--- src/rtl/rf_lane_packer_if.sv ---
// Bundles the particle word stream (valid/ready/data/last) and the port-A write bus
// of the particle register file.
//   slave  : packer side. It consumes the stream and drives the register-file bus.
//   master : environment side. It drives the stream and observes the register-file bus.
// Signals:
//   in_valid/in_data/in_last  word stream into the packer
//   in_ready                  packer accepts in_data this cycle
//   rf_a/rf_dia               port A address / write data
//   rf_wean/rf_csa            write enable (active-low) / chip select
//   rf_muxa                   per-lane write mask
interface rf_lane_packer_if #(
    parameter int LANE_W = 16,
    parameter int LANES  = 4,
    parameter int AW     = 4
);
    logic                    in_valid;
    logic [LANE_W-1:0]       in_data;
    logic                    in_last;
    logic                    in_ready;
    logic [AW-1:0]           rf_a;
    logic [LANE_W*LANES-1:0] rf_dia;
    logic                    rf_wean;
    logic                    rf_csa;
    logic [LANES-1:0]        rf_muxa;

    modport slave (
        input  in_valid, in_data, in_last,
        output in_ready, rf_a, rf_dia, rf_wean, rf_csa, rf_muxa
    );

    modport master (
        output in_valid, in_data, in_last,
        input  in_ready, rf_a, rf_dia, rf_wean, rf_csa, rf_muxa
    );
endinterface

--- src/rtl/rf_lane_packer.sv ---
// Packs a stream of LANE_W-bit particle words, LANES per line with lane 0 first.
// Each packed line is written into the DEPTH-entry register file through port A
// as a single masked write. A short final line writes only the lanes that were filled.
// If the stream runs past the last entry, the rest of the stream is drained and
// overflow is flagged.
// Ports:
//   clk, reset      clock (rising edge); asynchronous active-high reset
//   start_i         pulse, honoured in IDLE only; begins a load at base_addr_i
//   base_addr_i     first register-file entry written
//   bus             stream in / port-A write bus (rf_lane_packer_if.slave)
//   busy_o          high in every state except IDLE and DONE
//   done_o          one-cycle pulse at the end of a load
//   overflow_o      sticky; the load ran past entry DEPTH-1 (cleared by next start)
//
// state   | meaning
// --------+------------------------------------------------------------
// S_IDLE  | waiting for start_i
// S_FILL  | accepting words into the line buffer
// S_WRITE | one-cycle masked write of the line buffer to port A
// S_DRAIN | accepting and discarding words until in_last
// S_DONE  | done_o pulse, then return to IDLE
module rf_lane_packer #(
    parameter int LANE_W = 16,
    parameter int LANES  = 4,
    parameter int DEPTH  = 10,
    parameter int AW     = 4
) (
    input  logic              clk,
    input  logic              reset,
    input  logic              start_i,
    input  logic [AW-1:0]     base_addr_i,
    rf_lane_packer_if.slave   bus,
    output logic              busy_o,
    output logic              done_o,
    output logic              overflow_o
);
    localparam int LINE_W = LANE_W * LANES;
    localparam int LI_W   = (LANES > 1) ? $clog2(LANES) : 1;
    localparam logic [AW-1:0]   LAST_ADDR = AW'(DEPTH - 1);
    localparam logic [LI_W-1:0] LAST_LANE = LI_W'(LANES - 1);

    typedef enum logic [2:0] {
        S_IDLE,
        S_FILL,
        S_WRITE,
        S_DRAIN,
        S_DONE
    } state_t;

    state_t            state_q, state_d;
    logic [AW-1:0]     addr_q, addr_d;
    logic [LI_W-1:0]   lane_q, lane_d;
    logic [LINE_W-1:0] line_q, line_d;
    logic [LANES-1:0]  mask_q, mask_d;
    logic              last_q, last_d;
    logic              overflow_q, overflow_d;

    // Output registers. They are loaded from next-state values, so a line that
    // completes at edge n is already on port A during the cycle that follows.
    logic              in_ready_q, in_ready_d;
    logic [AW-1:0]     rf_a_q, rf_a_d;
    logic [LINE_W-1:0] rf_dia_q, rf_dia_d;
    logic              rf_wean_q, rf_wean_d;
    logic              rf_csa_q, rf_csa_d;
    logic [LANES-1:0]  rf_muxa_q, rf_muxa_d;
    logic              busy_q, busy_d;
    logic              done_q, done_d;

    logic accept;
    logic wr_next;

    // in_ready_q is high exactly in FILL and DRAIN.
    assign accept = bus.in_valid && in_ready_q;

    always_comb begin
        state_d    = state_q;
        addr_d     = addr_q;
        lane_d     = lane_q;
        line_d     = line_q;
        mask_d     = mask_q;
        last_d     = last_q;
        overflow_d = overflow_q;

        case (state_q)
            S_IDLE: begin
                if (start_i) begin
                    addr_d     = base_addr_i;
                    lane_d     = '0;
                    line_d     = '0;
                    mask_d     = '0;
                    last_d     = 1'b0;
                    overflow_d = 1'b0;
                    if (base_addr_i > LAST_ADDR) begin
                        overflow_d = 1'b1;
                        state_d    = S_DRAIN;
                    end else begin
                        state_d = S_FILL;
                    end
                end
            end
            S_FILL: begin
                if (accept) begin
                    for (int i = 0; i < LANES; i++) begin
                        if (lane_q == LI_W'(i)) begin
                            line_d[i*LANE_W +: LANE_W] = bus.in_data;
                            mask_d[i]                  = 1'b1;
                        end
                    end
                    lane_d = lane_q + LI_W'(1);
                    if ((lane_q == LAST_LANE) || bus.in_last) begin
                        last_d  = bus.in_last;
                        state_d = S_WRITE;
                    end
                end
            end
            S_WRITE: begin
                line_d = '0;
                mask_d = '0;
                lane_d = '0;
                if (last_q) begin
                    state_d = S_DONE;
                end else if (addr_q == LAST_ADDR) begin
                    overflow_d = 1'b1;
                    state_d    = S_DRAIN;
                end else begin
                    addr_d  = addr_q + AW'(1);
                    state_d = S_FILL;
                end
            end
            S_DRAIN: begin
                if (accept && bus.in_last) begin
                    state_d = S_DONE;
                end
            end
            S_DONE: begin
                state_d = S_IDLE;
            end
            default: begin
                state_d = S_IDLE;
            end
        endcase
    end

    always_comb begin
        wr_next    = (state_d == S_WRITE);
        in_ready_d = (state_d == S_FILL) || (state_d == S_DRAIN);
        rf_a_d     = wr_next ? addr_d : '0;
        rf_dia_d   = wr_next ? line_d : '0;
        rf_muxa_d  = wr_next ? mask_d : '0;
        rf_wean_d  = !wr_next;
        rf_csa_d   = wr_next;
        busy_d     = (state_d != S_IDLE) && (state_d != S_DONE);
        done_d     = (state_d == S_DONE);
    end

    always_ff @(posedge clk or posedge reset) begin
        if (reset) begin
            state_q    <= S_IDLE;
            addr_q     <= '0;
            lane_q     <= '0;
            line_q     <= '0;
            mask_q     <= '0;
            last_q     <= 1'b0;
            overflow_q <= 1'b0;
            in_ready_q <= 1'b0;
            rf_a_q     <= '0;
            rf_dia_q   <= '0;
            rf_wean_q  <= 1'b1;
            rf_csa_q   <= 1'b0;
            rf_muxa_q  <= '0;
            busy_q     <= 1'b0;
            done_q     <= 1'b0;
        end else begin
            state_q    <= state_d;
            addr_q     <= addr_d;
            lane_q     <= lane_d;
            line_q     <= line_d;
            mask_q     <= mask_d;
            last_q     <= last_d;
            overflow_q <= overflow_d;
            in_ready_q <= in_ready_d;
            rf_a_q     <= rf_a_d;
            rf_dia_q   <= rf_dia_d;
            rf_wean_q  <= rf_wean_d;
            rf_csa_q   <= rf_csa_d;
            rf_muxa_q  <= rf_muxa_d;
            busy_q     <= busy_d;
            done_q     <= done_d;
        end
    end

    assign bus.in_ready = in_ready_q;
    assign bus.rf_a     = rf_a_q;
    assign bus.rf_dia   = rf_dia_q;
    assign bus.rf_wean  = rf_wean_q;
    assign bus.rf_csa   = rf_csa_q;
    assign bus.rf_muxa  = rf_muxa_q;
    assign busy_o       = busy_q;
    assign done_o       = done_q;
    assign overflow_o   = overflow_q;
endmodule

--- src/flat_wrapper.sv ---
// flat-port wrapper written by rule: the top's interface ports become plain ports
module rf_lane_packer_flat 
#(
    parameter int LANE_W = 16,
    parameter int LANES  = 4,
    parameter int DEPTH  = 10,
    parameter int AW     = 4
)
  (clk, reset, start_i, base_addr_i, busy_o, done_o, overflow_o, bus_in_valid, bus_in_data, bus_in_last, bus_in_ready, bus_rf_a, bus_rf_dia, bus_rf_wean, bus_rf_csa, bus_rf_muxa);
  rf_lane_packer_if #(.LANE_W(LANE_W), .LANES(LANES), .AW(AW)) bus_i ();
  input  logic clk;
  input  logic reset;
  input  logic start_i;
  input  logic [AW-1:0] base_addr_i;
  output logic busy_o;
  output logic done_o;
  output logic overflow_o;
  input wire logic [$bits(bus_i.in_valid)-1:0] bus_in_valid;
  input wire logic [$bits(bus_i.in_data)-1:0] bus_in_data;
  input wire logic [$bits(bus_i.in_last)-1:0] bus_in_last;
  output wire logic [$bits(bus_i.in_ready)-1:0] bus_in_ready;
  output wire logic [$bits(bus_i.rf_a)-1:0] bus_rf_a;
  output wire logic [$bits(bus_i.rf_dia)-1:0] bus_rf_dia;
  output wire logic [$bits(bus_i.rf_wean)-1:0] bus_rf_wean;
  output wire logic [$bits(bus_i.rf_csa)-1:0] bus_rf_csa;
  output wire logic [$bits(bus_i.rf_muxa)-1:0] bus_rf_muxa;
  assign bus_i.in_valid = bus_in_valid;
  assign bus_i.in_data = bus_in_data;
  assign bus_i.in_last = bus_in_last;
  assign bus_in_ready = bus_i.in_ready;
  assign bus_rf_a = bus_i.rf_a;
  assign bus_rf_dia = bus_i.rf_dia;
  assign bus_rf_wean = bus_i.rf_wean;
  assign bus_rf_csa = bus_i.rf_csa;
  assign bus_rf_muxa = bus_i.rf_muxa;
  rf_lane_packer #(.LANE_W(LANE_W), .LANES(LANES), .DEPTH(DEPTH), .AW(AW)) u_core (.clk(clk), .reset(reset), .start_i(start_i), .base_addr_i(base_addr_i), .bus(bus_i), .busy_o(busy_o), .done_o(done_o), .overflow_o(overflow_o));
endmodule
--- config.mk ---
export PLATFORM = sky130hd
export DESIGN_NAME = rf_lane_packer_flat
export DESIGN_NICKNAME = d
export VERILOG_FILES = /design/src/rtl/rf_lane_packer_if.sv /design/src/rtl/rf_lane_packer.sv /design/src/flat_wrapper.sv
export SDC_FILE = /design/constraint.sdc
export NUM_CORES = 1
export LEC_CHECK = 0
export ABC_AREA = 1
export ABC_CLOCK_PERIOD_IN_PS = 12800
export CAP_MARGIN = 20
export CORE_MARGIN = 4
export CORE_UTILIZATION = 40
export DETAILED_ROUTE_END_ITERATION = 7
export GPL_TIMING_DRIVEN = 1
export PLACE_DENSITY = 0.74
export SKIP_CTS_REPAIR_TIMING = 1
export SLEW_MARGIN = 30
export SYNTH_ARGS = -nofsm -noshare
export SYNTH_HDL_FRONTEND = slang
export SYNTH_SLANG_ARGS = --single-unit
--- constraint.sdc ---
create_clock -name clk -period 12.8 [get_ports clk]
set_input_delay 3.2 -clock clk [delete_from_list [all_inputs] [get_ports clk]]
set_output_delay 3.2 -clock clk [all_outputs]
set_load 0.02 [all_outputs]
Word level (Yosys, flattened, before mapping). Cells that the tools add are included.

Memory bits (read-only): 0. Output and inout port bits: 78. Memory bits (writable): 0. Memories kept: 0. Input bits: 25. Bits in latches: 0. Flip-flop bits (word level): 156. Word-level logic and storage cells: 91.

Muxes and demuxes: 41. Equality and inequality tests: 17. Bitwise operators: 0. Divide/modulo/power cells: 0. Shift operators: 0. Order comparisons: 1. Add/sub/neg operators: 2. Reduce and logical (&&, ||, !) cells: 15. $mul: 0.

Operator list (number): 64-bit two-way mux (3); 64-bit case mux with 3 select lines (1); 16-bit two-way mux (4); 4-bit two-way mux (7); 3-bit two-way mux (5); 3-bit by 2-bit == test with 1-bit output, second input constant (4); 3-bit case mux with 4 select lines (1); 4-bit case mux with 3 select lines (1); 1-bit two-way mux (11); 2-bit two-way mux (4); 4-bit case mux with 2 select lines (1); 4-bit AND reduction (2); 3-bit by 1-bit == test with 1-bit output, second input constant (2); 2-bit by 1-bit inequality test with 1-bit output, second input constant (3); 2-bit case mux with 3 select lines (1); 3-bit nonzero test (2); 4-bit by 1-bit adder with 4-bit output, second input constant (1); 2-bit == test, second input constant (2); 4-bit == test, second input constant (1); 4-bit > comparator, second input constant (1); 2-bit inequality test, second input constant (2); 1-bit case mux with 2 select lines (2); 2-bit nonzero test (2); 3-bit == test, second input constant (1); 9 further kinds (12).

Depth between registers and ports, before layout. Gate-level depths: netlist of run 1.

Word-level depth: 7. Gate-level depth with buffers: 9.

Worst setup path after synthesis of run 1. No wires, ideal clock.

Path type: input to register. Start: input port bus_in_valid. End: register u_core.rf_dia_q[32], in the netlist u_core.bus.rf_dia[32]. Setup time: 127 ps. Arrival time: 4033 ps. Cell stages on the path: 7. Slack: 8640 ps. Required time: 12673 ps. Buffers on the path: 1. Path through: nand2_1 > inv_1 > nand2_1 > clkbuf_1 > a21oi_1 > o21ai_1 > a21oi_1.

Longest elaborated chain between the ends: 6.

RTL lines: from (decl) (RTL line flat_wrapper.sv:18) `input wire logic [$bits(bus_i.in_valid)-1:0] bus_in_valid;`; 1-bit logical AND (*) (RTL line rf_lane_packer.sv:73) `assign accept = bus.in_valid && in_ready_q;`; 1-bit logical AND (RTL line rf_lane_packer.sv:131) `if (accept && bus.in_last) begin`; 3-bit two-way mux (RTL line rf_lane_packer.sv:131); 3-bit case mux with 4 select lines (RTL line rf_lane_packer.sv:84) `case (state_q)`; 3-bit by 2-bit == test with 1-bit output (RTL line rf_lane_packer.sv:145) `wr_next = (state_d == S_WRITE);`; 64-bit two-way mux (*) (RTL line rf_lane_packer.sv:148) `rf_dia_d = wr_next ? line_d : '0;`; named net u_core.rf_dia_d[32] (RTL line rf_lane_packer.sv:62) `logic [LINE_W-1:0] rf_dia_q, rf_dia_d;`; to (signal assigned) (RTL line rf_lane_packer.sv:183) `rf_dia_q <= rf_dia_d;`; to (decl) (RTL line rf_lane_packer.sv:62).

Mark *: on every way through the listed nets, which the timed path passes. The rest lies on a longest branch. A chain may end at the register's enable or synchronous reset.

Worst setup path after layout of run 1.
Start: input port bus_in_valid. End: register u_core.rf_muxa_q[2], in the netlist u_core.bus.rf_muxa[2].

Longest elaborated chain between the ends: 6.

RTL lines: 1-bit logical AND (*) (RTL line rf_lane_packer.sv:73); 1-bit logical AND (RTL line rf_lane_packer.sv:131); 3-bit two-way mux (RTL line rf_lane_packer.sv:131); 3-bit case mux with 4 select lines (*) (RTL line rf_lane_packer.sv:84); 3-bit by 2-bit == test with 1-bit output (*) (RTL line rf_lane_packer.sv:145); named net u_core.rf_csa_d (RTL line rf_lane_packer.sv:64) `logic rf_csa_q, rf_csa_d;`; 4-bit two-way mux (*) (RTL line rf_lane_packer.sv:149) `rf_muxa_d = wr_next ? mask_d : '0;`; named net u_core.rf_muxa_d[2] (RTL line rf_lane_packer.sv:65) `logic [LANES-1:0] rf_muxa_q, rf_muxa_d;`; to (signal assigned) (RTL line rf_lane_packer.sv:186) `rf_muxa_q <= rf_muxa_d;`; to (decl) (RTL line rf_lane_packer.sv:65).

Marks and branches as above.

==> reports/qor.yml, run 1 <==
cells_and_area:
  nets: 797
  final_cell_mix: "212 x nand2_1, 155 x dfrtp_1, 102 x clkdlybuf4s50_1"
  syn_to_final_growth_pct: 29.0
  drive_above_1_share: 0.0617
  diodes: 0
  mostFrequentLayoutCell: "nand2_1"
  layout.cells.non_filler: 989
floorplanning:
  initial_utilization: 0.411
  die_h_um: 134
  rows: 45
  io_pins: 103
  core_area_sq_um: 15400
  die_area_sq_um: 17900
  die-width_um: 134
pwr:
  p_sw_uw: 563
  p_comb_frac: 0.269
  pwr-share-clk: 0.335
  cellLeakagePower_uw: 0.00390
  p_int_uw: 1060
  peakVddDrop_uv: 143
  powerDensity_nw_per_um2: 199
  pwr-share-seq: 0.395
  p_sw_frac: 0.346
logic_synthesis:
  synth_top_family_by_area: "simple AND/OR/NAND/NOR gates"
  netlist.area_leader.share: 0.613
  ys_top_cells_by_area: "dfrtp_1 61%, nand2_1 13%, a21oi_1 7.0%"
  syn_area_sq_um: 6320
  synth_simple_gate_area_frac: 0.157
  synth-seq-cells: 156
  synthMuxAreaShare: 0
  ys_seq_area_frac: 0.618
  synth_compound_gate_area_share: 0.151
  netlist_instances: 674
  avgSynthCellArea_sq_um: 9.38
  synth_xor_area_frac: 0
  synth_fp_nets: 705
  yosysTopAreaCell: "dfrtp_1"
  yosysWarnings: 0
  ys_types: 25
  synth-adder-area-share: 0.0119
sta:
  hold_viol_final: 0
  period_share: 0.408
  slew_violations: 0
  period_needed_ns: 5.22
  slew_headroom: 0.390
  tightest_slew_ns: 0.912
  fmax_mhz: 192
  fin_worst_skew_ns: 0.0129
  rsz0062_at_grt: "false"
  setup_viol: 0
  setup_ws_ns: 7.58
  fin_setup_tns_ns: 0
place:
  gp_congestion: 0.790
  pre_cts_ws_ns: 7.12
  portBuffers: 102
  place_hpwl_mm: 9.86
  place_inst: 958
clocking:
  worstSkewPairLatency_ns: 0.43
  cts_made_buffers: 17
  cts_buffer_depth: 2
  cts-root-buf: "clkbuf_16"
  numClockSinks: 156
  h-tree-depth: 4
  path_clk_slew_ns: 0.06
  cts_tree: "done"
critical_path:
  crit_type: "primary input to flop"
  crit_family: "buffers and inverters"
  r2r_end: "u_core.bus.rf_muxa[2]"
  critPathCaptureType: "flop"
  crit_fanout: 59
  critPathMaxStageDelay_ns: 0.63
  ff2ff_setup_slack_ns: 9.10
  critPathRequiredTime_ns: 13.12
  rr_worst_depth: 7
  cp.arrival_ns: 5.54
  crit-reg2reg-launch: "u_core.state_q[1]"
  start_kind: "primary input"
  crit_chain: "clkdlybuf4s50_1 -> nand2_1 -> nor2_2 -> buf_4 -> o21ai_4 -> buf_4 -> inv_1 -> and2_1"
  cpMostUsedCell: "buf_4"
  cp_slowest_cell: "buf_4"
  path_buf_inv: 4
global_routing:
  grt_usage: 0.185
  grt_pass1_vias: 5059
  overflow: 0
  grt_pass1_wl_mm: 25.9
  grt_max_degree: 84
  antenna_found_initial: 0
min_path:
  worst_hold_path.num_cells: 2
  min_from: "u_core.mask_q[3]"
  whs_endpoint: "u_core.mask_q[3]"
  hold_class: "flop to flop"
routing:
  drt-initial-drc-count: 316
  num_vias: 5003
  wl_per_cell_um: 15.9
  drtPass1Iterations: 5
  antenna_left: 0
  drc: 0
  viasPerCell: 5.06
  wirelength_mm: 15.7
status:
  status: "finished, final reports clean"
flow_run:
  cap_violations: 0
==> power by group through the flow <==
| stage | clock, uW | combinational (uW) | sequential [uW] |
|---|---|---|---|
| detailed placement | 0 | 437 | 648 |
| global placement | 0 | 424 | 645 |
| global route | 574 | 494 | 654 |
| finish | 545 | 438 | 642 |
| CTS | 553 | 443 | 641 |
| floorplan | 0 | 304 | 656 |
==> synth_stat cells <==
library cell and instances:
nor2_2 1, inv_2 2, nor3_1 5, dfrtp_1 155
o21ai_0 13, nand2_1 213, o21ai_1 13, o211ai_1 47
o21bai_1 1, clkbuf_1 7, nor2_4 1, a21oi_1 89
buf_4 6, nor2_1 21, clkinv_1 1, o22ai_1 2
nand3b_1 1, nand3_1 8, nand4_1 3, ha_1 6
and2_1 1, o21a_1 1, dfstp_2 1, inv_1 55
buf_2 21
==> worst register-to-register path, delay by kind of cell, from the launching register on <==
| family | cells | cell delay, ns |
|---|---|---|
| compound gates | 1 | 0.55 |
| simple gates | 3 | 0.88 |
| buf+inv | 3 | 1.71 |
| flops | 1 | 0.47 |
==> per-layer routing <==
layer | vias to the layer above | part of all wire | track usage
met5 | - | 0 | 0
met4 | 0 | 0.027 | 0.0869
met3 | 30 | 0.056 | 0.0480
met2 | 153 | 0.48 | 0.290
met1 | 2414 | 0.44 | 0.241
li1 | 2406 | - | -
==> how the worst max path moves through the flow <==
stage                 start               endpoint  cells past startpoint
2_1_floorplan         reset       u_core.addr_q[0]                      1
3_3_place_gp   bus_in_valid  u_core.bus.rf_muxa[2]                      8
3_5_place_dp   bus_in_valid  u_core.bus.rf_muxa[2]                      8
4_1_cts        bus_in_valid  u_core.bus.rf_muxa[2]                      8
5_1_grt        bus_in_valid  u_core.bus.rf_muxa[2]                      8
6_report       bus_in_valid  u_core.bus.rf_muxa[2]                      8
==> cells by family (layout without fill, tap and decap cells) <==
kind of cell | count (synthesis) | count (layout)
AOI/OAI and AO/OA | 166 | 166
adders and majority gates | 6 | 6
buffers and inverters | 92 | 196
DFF | 156 | 156
and+or+nand+nor | 254 | 254
==> through the flow <==
stage	hold slack [ns]	instance area, sq um	power [uW]	utilization
6_report	0.479	8160	1620	0.531
5_1_grt	0.512	8160	1720	0.531
4_1_cts	0.481	8160	1640	0.531
3_5_place_dp	0.462	7520	1080	0.489
3_3_place_gp	0.458	7500	1070	0.488
2_1_floorplan	0.449	6320	960	-
==> layout make-up <==
| cell class | instances | area (sq um) |
|---|---|---|
| Clock buffer | 21 | 480 |
| Clock inverter | 10 | 161 |
| Fill cell | 1382 | 7210 |
| Inverter | 58 | 224 |
| Multi-Input combinational cell | 426 | 2060 |
| Sequential cell | 156 | 3910 |
| Tap cell | 211 | 264 |
| Timing Repair Buffer | 107 | 1060 |
==> registers in the layout, indices dropped and copies added, names as in the netlist, 2 cells and up <==
signal              flops
u_core.mask_q           4
u_core.state_q          3
u_core.lane_q           2
u_core.line_q          64
u_core.bus.rf_a         4
u_core.bus.rf_dia      64
u_core.addr_q           4
u_core.bus.rf_muxa      4
Power figures use the tool's default switching activity.
==> run 2: changes to the inputs <==
ABC_CLOCK_PERIOD_IN_PS = 4500   (was 12800)
PLACE_DENSITY = 0.76   (was 0.74)
clock period = 4.5 ns   (was 12.8 ns; I/O delays follow)
==> reports/qor.yml, run 2 (synthesis results as in run 1) <==
place:
  portBuffers: 102  # unchanged
  place_hpwl_mm: 9.50  # was 9.86 mm
  pre_cts_ws_ns: 1.22  # was 7.12 ns
  dpl_cell_area_sq_um: 7550  # was 7520 sq um
  gp_congestion: 0.815  # was 0.790
sta:
  fin_worst_skew_ns: 0.00970  # was 0.0129 ns
  slew_violations: 0  # unchanged
  period_needed_ns: 2.78
  period_share: 0.617
  hold_ws_ns: 0.478  # was 0.479 ns
  fin_setup_tns_ns: 0  # unchanged
  fmax_mhz: 360
  rsz0062_at_grt: "false"  # unchanged
  setup_viol: 0  # unchanged
  slew_headroom: 0.379  # was 0.390
  hold_viol_final: 0  # unchanged
  setup_ws_ns: 1.72  # was 7.58 ns
  tightest_slew_ns: 0.928  # was 0.912 ns
routing:
  wirelength_mm: 14.8  # was 15.7 mm
  antenna_left: 0  # unchanged
  wl_per_cell_um: 15.0  # was 15.9 um
  drt-initial-drc-count: 479  # was 316
  viasPerCell: 4.99  # was 5.06
  num_vias: 4948  # was 5003
  drtPass1Iterations: 5  # unchanged
  drc: 0  # unchanged
floorplanning:
  die-width_um: 134  # unchanged
  io_pins: 103  # unchanged
  die_h_um: 134  # unchanged
  core_area_sq_um: 15400  # unchanged
  die_area_sq_um: 17900  # unchanged
  rows: 45  # unchanged
  initial_utilization: 0.411  # unchanged
cells_and_area:
  syn_to_final_growth_pct: 28.1  # was 29.0%
  drive_above_1_share: 0.0589  # was 0.0617
  mostFrequentLayoutCell: "nand2_1"  # unchanged
  nets: 800  # was 797
  fill_cells: 1387  # was 1382
  diodes: 0  # unchanged
  postLayoutCellArea_sq_um: 8100  # was 8160 sq um
  final_cell_mix: "212 x nand2_1, 155 x dfrtp_1, 102 x clkdlybuf4s50_1"  # unchanged
critical_path:
  crit-reg2reg-launch: "u_core.state_q[1]"  # unchanged
  crit_type: "flop to flop"  # was primary input to flop
  start_kind: "flop"  # was primary input
  cp.arrival_ns: 3.08  # was 5.54 ns
  crit_fanout: 74  # was 59
  critPathRequiredTime_ns: 4.81  # was 13.12 ns
  crit_chain: "nor2_4 -> nand2_1 -> inv_2 -> o21ai_4 -> buf_12 -> a21oi_1"  # was clkdlybuf4s50_1 -> nand2_1 -> nor2_2 -> buf_4 -> o21ai_4 -> buf_4 -> inv_1 -> and2_1
  cp_slowest_cell: "inv_2"  # was buf_4
  critPathCaptureType: "flop"  # unchanged
  rr_worst_depth: 6  # was 7
  critPathMaxStageDelay_ns: 0.79  # was 0.63 ns
  ff2ff_setup_slack_ns: 1.72  # was 9.10 ns
  path_buf_inv: 2  # was 4
  r2r_end: "u_core.bus.rf_dia[12]"  # was u_core.bus.rf_muxa[2]
  crit_family: "buffers and inverters"  # unchanged
status:
  status: "finished, final reports clean"  # unchanged
clocking:
  numClockSinks: 156  # unchanged
  cts_made_buffers: 17  # unchanged
  cts-root-buf: "clkbuf_16"  # unchanged
  worstSkewPairLatency_ns: 0.42  # was 0.43 ns
  cts_tree: "done"  # unchanged
  h-tree-depth: 4  # unchanged
  path_clk_slew_ns: 0.06  # about the same
  cts_buffer_depth: 2  # unchanged
pwr:
  pwr-share-seq: 0.415  # was 0.395
  pwr-share-clk: 0.303  # was 0.335
  cellLeakagePower_uw: 0.00387  # was 0.00390 uW
  p_sw_frac: 0.351  # was 0.346
  p_int_uw: 2850  # was 1060 uW
  powerDensity_nw_per_um2: 542  # was 199 nW/um^2
  power_uw: 4390  # was 1620 uW
  p_sw_uw: 1540  # was 563 uW
  peakVddDrop_uv: 305  # was 143 uV
  p_comb_frac: 0.282  # was 0.269
min_path:
  whs_endpoint: "u_core.mask_q[1]"  # was u_core.mask_q[3]
  min_from: "u_core.mask_q[1]"  # was u_core.mask_q[3]
  hold_class: "flop to flop"  # unchanged
  worst_hold_path.num_cells: 2  # unchanged
global_routing:
  antenna_found_initial: 0  # unchanged
  overflow: 0  # unchanged
  grt_pass1_wl_mm: 24.4  # was 25.9 mm
  grt_pass1_vias: 4827  # was 5059
  grt_max_degree: 157  # was 84
  grt_usage: 0.173  # was 0.185
flow_run:
  cap_violations: 0  # unchanged
[run 2: layer usage]
layer,vias up,GRT usage,part of all wire
met5,-,0,0
met4,0,0.0583,0.014
met3,16,0.0566,0.060
met2,162,0.274,0.48
met1,2368,0.226,0.44
li1,2402,-,-
[run 2: through the flow]
step / cells / utilization
floorplan: 674 / -
global placement: 961 / 0.491
detailed placement: 961 / 0.491
CTS: 992 / 0.527
global route: 992 / 0.527
finish: 992 / 0.527
[run 2: power by group through the flow]
| stage | Combinational (uW) | Clock, uW | Sequential (uW) |
|---|---|---|---|
| after global placement | 1210 | 0 | 1830 |
| after global routing | 1410 | 1430 | 1860 |
| after CTS | 1250 | 1360 | 1820 |
| after floorplan | 865 | 0 | 1870 |
| final | 1240 | 1330 | 1820 |
| after detailed placement | 1240 | 0 | 1840 |
[run 2: worst max path at each step]
| stage | end | depth (start not counted) | from |
|---|---|---|---|
| after global placement | u_core.bus.rf_dia[41] | 6 | bus_in_valid |
| final | u_core.bus.rf_dia[12] | 6 | u_core.state_q[1] |
| after CTS | u_core.bus.rf_dia[43] | 6 | bus_in_valid |
| after detailed placement | u_core.bus.rf_dia[43] | 6 | bus_in_valid |
| after floorplan | u_core.addr_q[0] | 1 | reset |
| after global routing | u_core.bus.rf_dia[12] | 6 | u_core.state_q[1] |
[run 2: cell type report]
| class | instances | area, sq um | area share |
|---|---|---|---|
| tap | 211 | 264 | 0.0326 |
| clock buffer | 25 | 485 | 0.0599 |
| inverter | 58 | 221 | 0.0273 |
| sequential | 156 | 3910 | 0.482 |
| timing repair buffer | 110 | 1110 | 0.137 |
| clock inverter | 6 | 62.6 | 0.00772 |
| multi-input combinational | 426 | 2060 | 0.254 |
[run 2: worst min-delay path: stages, from the launching register on]
cell	delay, ns
dfrtp_1	0.32
a21oi_1	0.05
nor2_1	0.07
==> run 3: changes to the inputs <==
ABC_CLOCK_PERIOD_IN_PS = 2500   (was 4500)
clock period = 2.5 ns   (was 4.5 ns; I/O delays follow)
==> reports/qor.yml, run 3 (synthesis results as in run 1) <==
cells_and_area:
  diodes: 0  # unchanged
  fill_cells: 1334  # was 1387
  final_cell_mix: "213 x nand2_1, 155 x dfrtp_1, 102 x clkdlybuf4s50_1"  # was 212 x nand2_1, 155 x dfrtp_1, 102 x clkdlybuf4s50_1
  drive_above_1_share: 0.0710  # was 0.0589
  mostFrequentLayoutCell: "nand2_1"  # unchanged
  syn_to_final_growth_pct: 31.9  # was 28.1%
  nets: 807  # was 800
sta:
  hold_ws_ns: 0.484  # was 0.478 ns
  setup_viol: 0  # unchanged
  rsz0062_at_grt: "false"  # unchanged
  fmax_mhz: 467
  tightest_slew_ns: 0.414  # was 0.928 ns
  hold_viol_final: 0  # unchanged
  period_needed_ns: 2.14
  slew_violations: 0  # unchanged
  slew_headroom: 0.723  # was 0.379
  period_share: 0.856
  fin_worst_skew_ns: 0.00642  # was 0.00970 ns
  fin_setup_tns_ns: 0  # unchanged
place:
  portBuffers: 102  # unchanged
  gp_congestion: 0.811  # was 0.815
  place_hpwl_mm: 10.4  # was 9.50 mm
routing:
  drt-initial-drc-count: 367  # was 479
  num_vias: 4997  # was 4948
  wirelength_mm: 15.4  # was 14.8 mm
  drc: 0  # unchanged
  drtPass1Iterations: 5  # unchanged
  viasPerCell: 5.00  # was 4.99
  wl_per_cell_um: 15.4  # was 15.0 um
  antenna_left: 0  # unchanged
critical_path:
  cp.arrival_ns: 1.51  # was 3.08 ns
  critPathRequiredTime_ns: 1.88  # was 4.81 ns
  cp_slowest_cell: "clkdlybuf4s50_1"  # was inv_2
  crit_family: "buffers and inverters"  # unchanged
  critPathCaptureType: "output pin"  # was flop
  path_buf_inv: 1  # was 2
  crit_fanout: 1  # was 74
  critPathMaxStageDelay_ns: 0.59  # was 0.79 ns
  start_kind: "flop"  # unchanged
  crit_chain: "clkdlybuf4s50_1"  # was nor2_4 -> nand2_1 -> inv_2 -> o21ai_4 -> buf_12 -> a21oi_1
  crit_type: "flop to output pin"  # was flop to flop
flow_run:
  cap_violations: 0  # unchanged
clocking:
  path_clk_slew_ns: 0.06  # about the same
  cts_buffer_depth: 2  # unchanged
  cts-root-buf: "clkbuf_16"  # unchanged
  worstSkewPairLatency_ns: 0.41  # was 0.42 ns
  h-tree-depth: 4  # unchanged
  cts_made_buffers: 17  # unchanged
  cts_tree: "done"  # unchanged
  numClockSinks: 156  # unchanged
floorplanning:
  io_pins: 103  # unchanged
  die_area_sq_um: 17900  # unchanged
  die-width_um: 134  # unchanged
  die_h_um: 134  # unchanged
  core_area_sq_um: 15400  # unchanged
  initial_utilization: 0.411  # unchanged
  rows: 45  # unchanged
global_routing:
  antenna_found_initial: 0  # unchanged
  grt_pass1_vias: 4998  # was 4827
  grt_usage: 0.180  # was 0.173
  grt_pass1_wl_mm: 25.5  # was 24.4 mm
  overflow: 0  # unchanged
  grt_max_degree: 58  # was 157
pwr:
  p_comb_frac: 0.287  # was 0.282
  p_int_uw: 5510  # was 2850 uW
  pwr-share-clk: 0.320  # was 0.303
  p_sw_frac: 0.342  # was 0.351
  powerDensity_nw_per_um2: 1000  # was 542 nW/um^2
  peakVddDrop_uv: 748  # was 305 uV
  pwr-share-seq: 0.394  # was 0.415
  cellLeakagePower_uw: 0.00397  # was 0.00387 uW
  p_sw_uw: 2870  # was 1540 uW
  power_uw: 8370  # was 4390 uW
status:
  status: "finished, final reports clean"  # unchanged
min_path:
  hold_class: "flop to flop"  # unchanged
[run 3: cell types whose count changed in the layout (fill, tap and decap cells not counted), moves of 2 or more]
cell / delta
buf_12: +9
clkbuf_1: -3
buf_4: -2
bufinv_16: +2
[run 3: through the flow]
stage,area (sq um),utilization,setup slack [ns],std cells
5_1_grt,8340,0.542,0.312,1000
6_report,8340,0.542,0.361,1000
3_3_place_gp,7720,0.502,0.311,968
3_5_place_dp,7720,0.502,0.249,968
4_1_cts,8340,0.542,0.339,1000
2_1_floorplan,6330,-,-0.0971,674
[run 3: path summary, 6_finish.rpt]
kind	startpoint	cells past startpoint	to	slack, ns
max	u_core.bus.rf_wean	1	bus_rf_wean	0.36
min	u_core.mask_q[1]	2	u_core.mask_q[1]	0.48
max reg2reg	u_core.state_q[1]	6	u_core.bus.rf_dia[48]	0.59
min reg2reg	u_core.mask_q[1]	2	u_core.mask_q[1]	0.48
max in group asynchronous	reset	4	u_core.bus.rf_dia[2]	1.40
min in group asynchronous	reset	2	u_core.bus.rf_wean	0.68
[run 3: area by class of cell]
type | instances | area [sq um] | area share
Tap cell | 211 | 264 | 0.0317
Clock inverter | 9 | 134 | 0.0161
Timing Repair Buffer | 117 | 1270 | 0.152
Multi-Input combinational cell | 426 | 2050 | 0.246
Sequential cell | 156 | 3910 | 0.468
Inverter | 58 | 221 | 0.0266
Clock buffer | 23 | 488 | 0.0585
[run 3: worst min-delay path: cells and delay by family (launching register included)]
kind / cells / cell delay (ns)
flip-flops: 1 / 0.32
AO/OA/AOI/OAI: 1 / 0.05
AND/OR/NAND/NOR: 1 / 0.08
[run 3: power groups by stage]
| stage | Combinational (uW) | Clock (uW) | Sequential [uW] |
|---|---|---|---|
| 3_5_place_dp | 2400 | 0 | 3320 |
| 5_1_grt | 2700 | 2830 | 3350 |
| 3_3_place_gp | 2350 | 0 | 3310 |
| 4_1_cts | 2420 | 2720 | 3290 |
| 6_report | 2400 | 2680 | 3300 |
| 2_1_floorplan | 1560 | 0 | 3360 |
[run 3: routing by layer]
metal  up-vias  global-route usage  share of wire
met1      2398               0.232           0.43
li1       2417                   -              -
met4         0              0.0726          0.029
met2       154               0.288           0.48
met5         -                   0              0
met3        28              0.0510          0.058
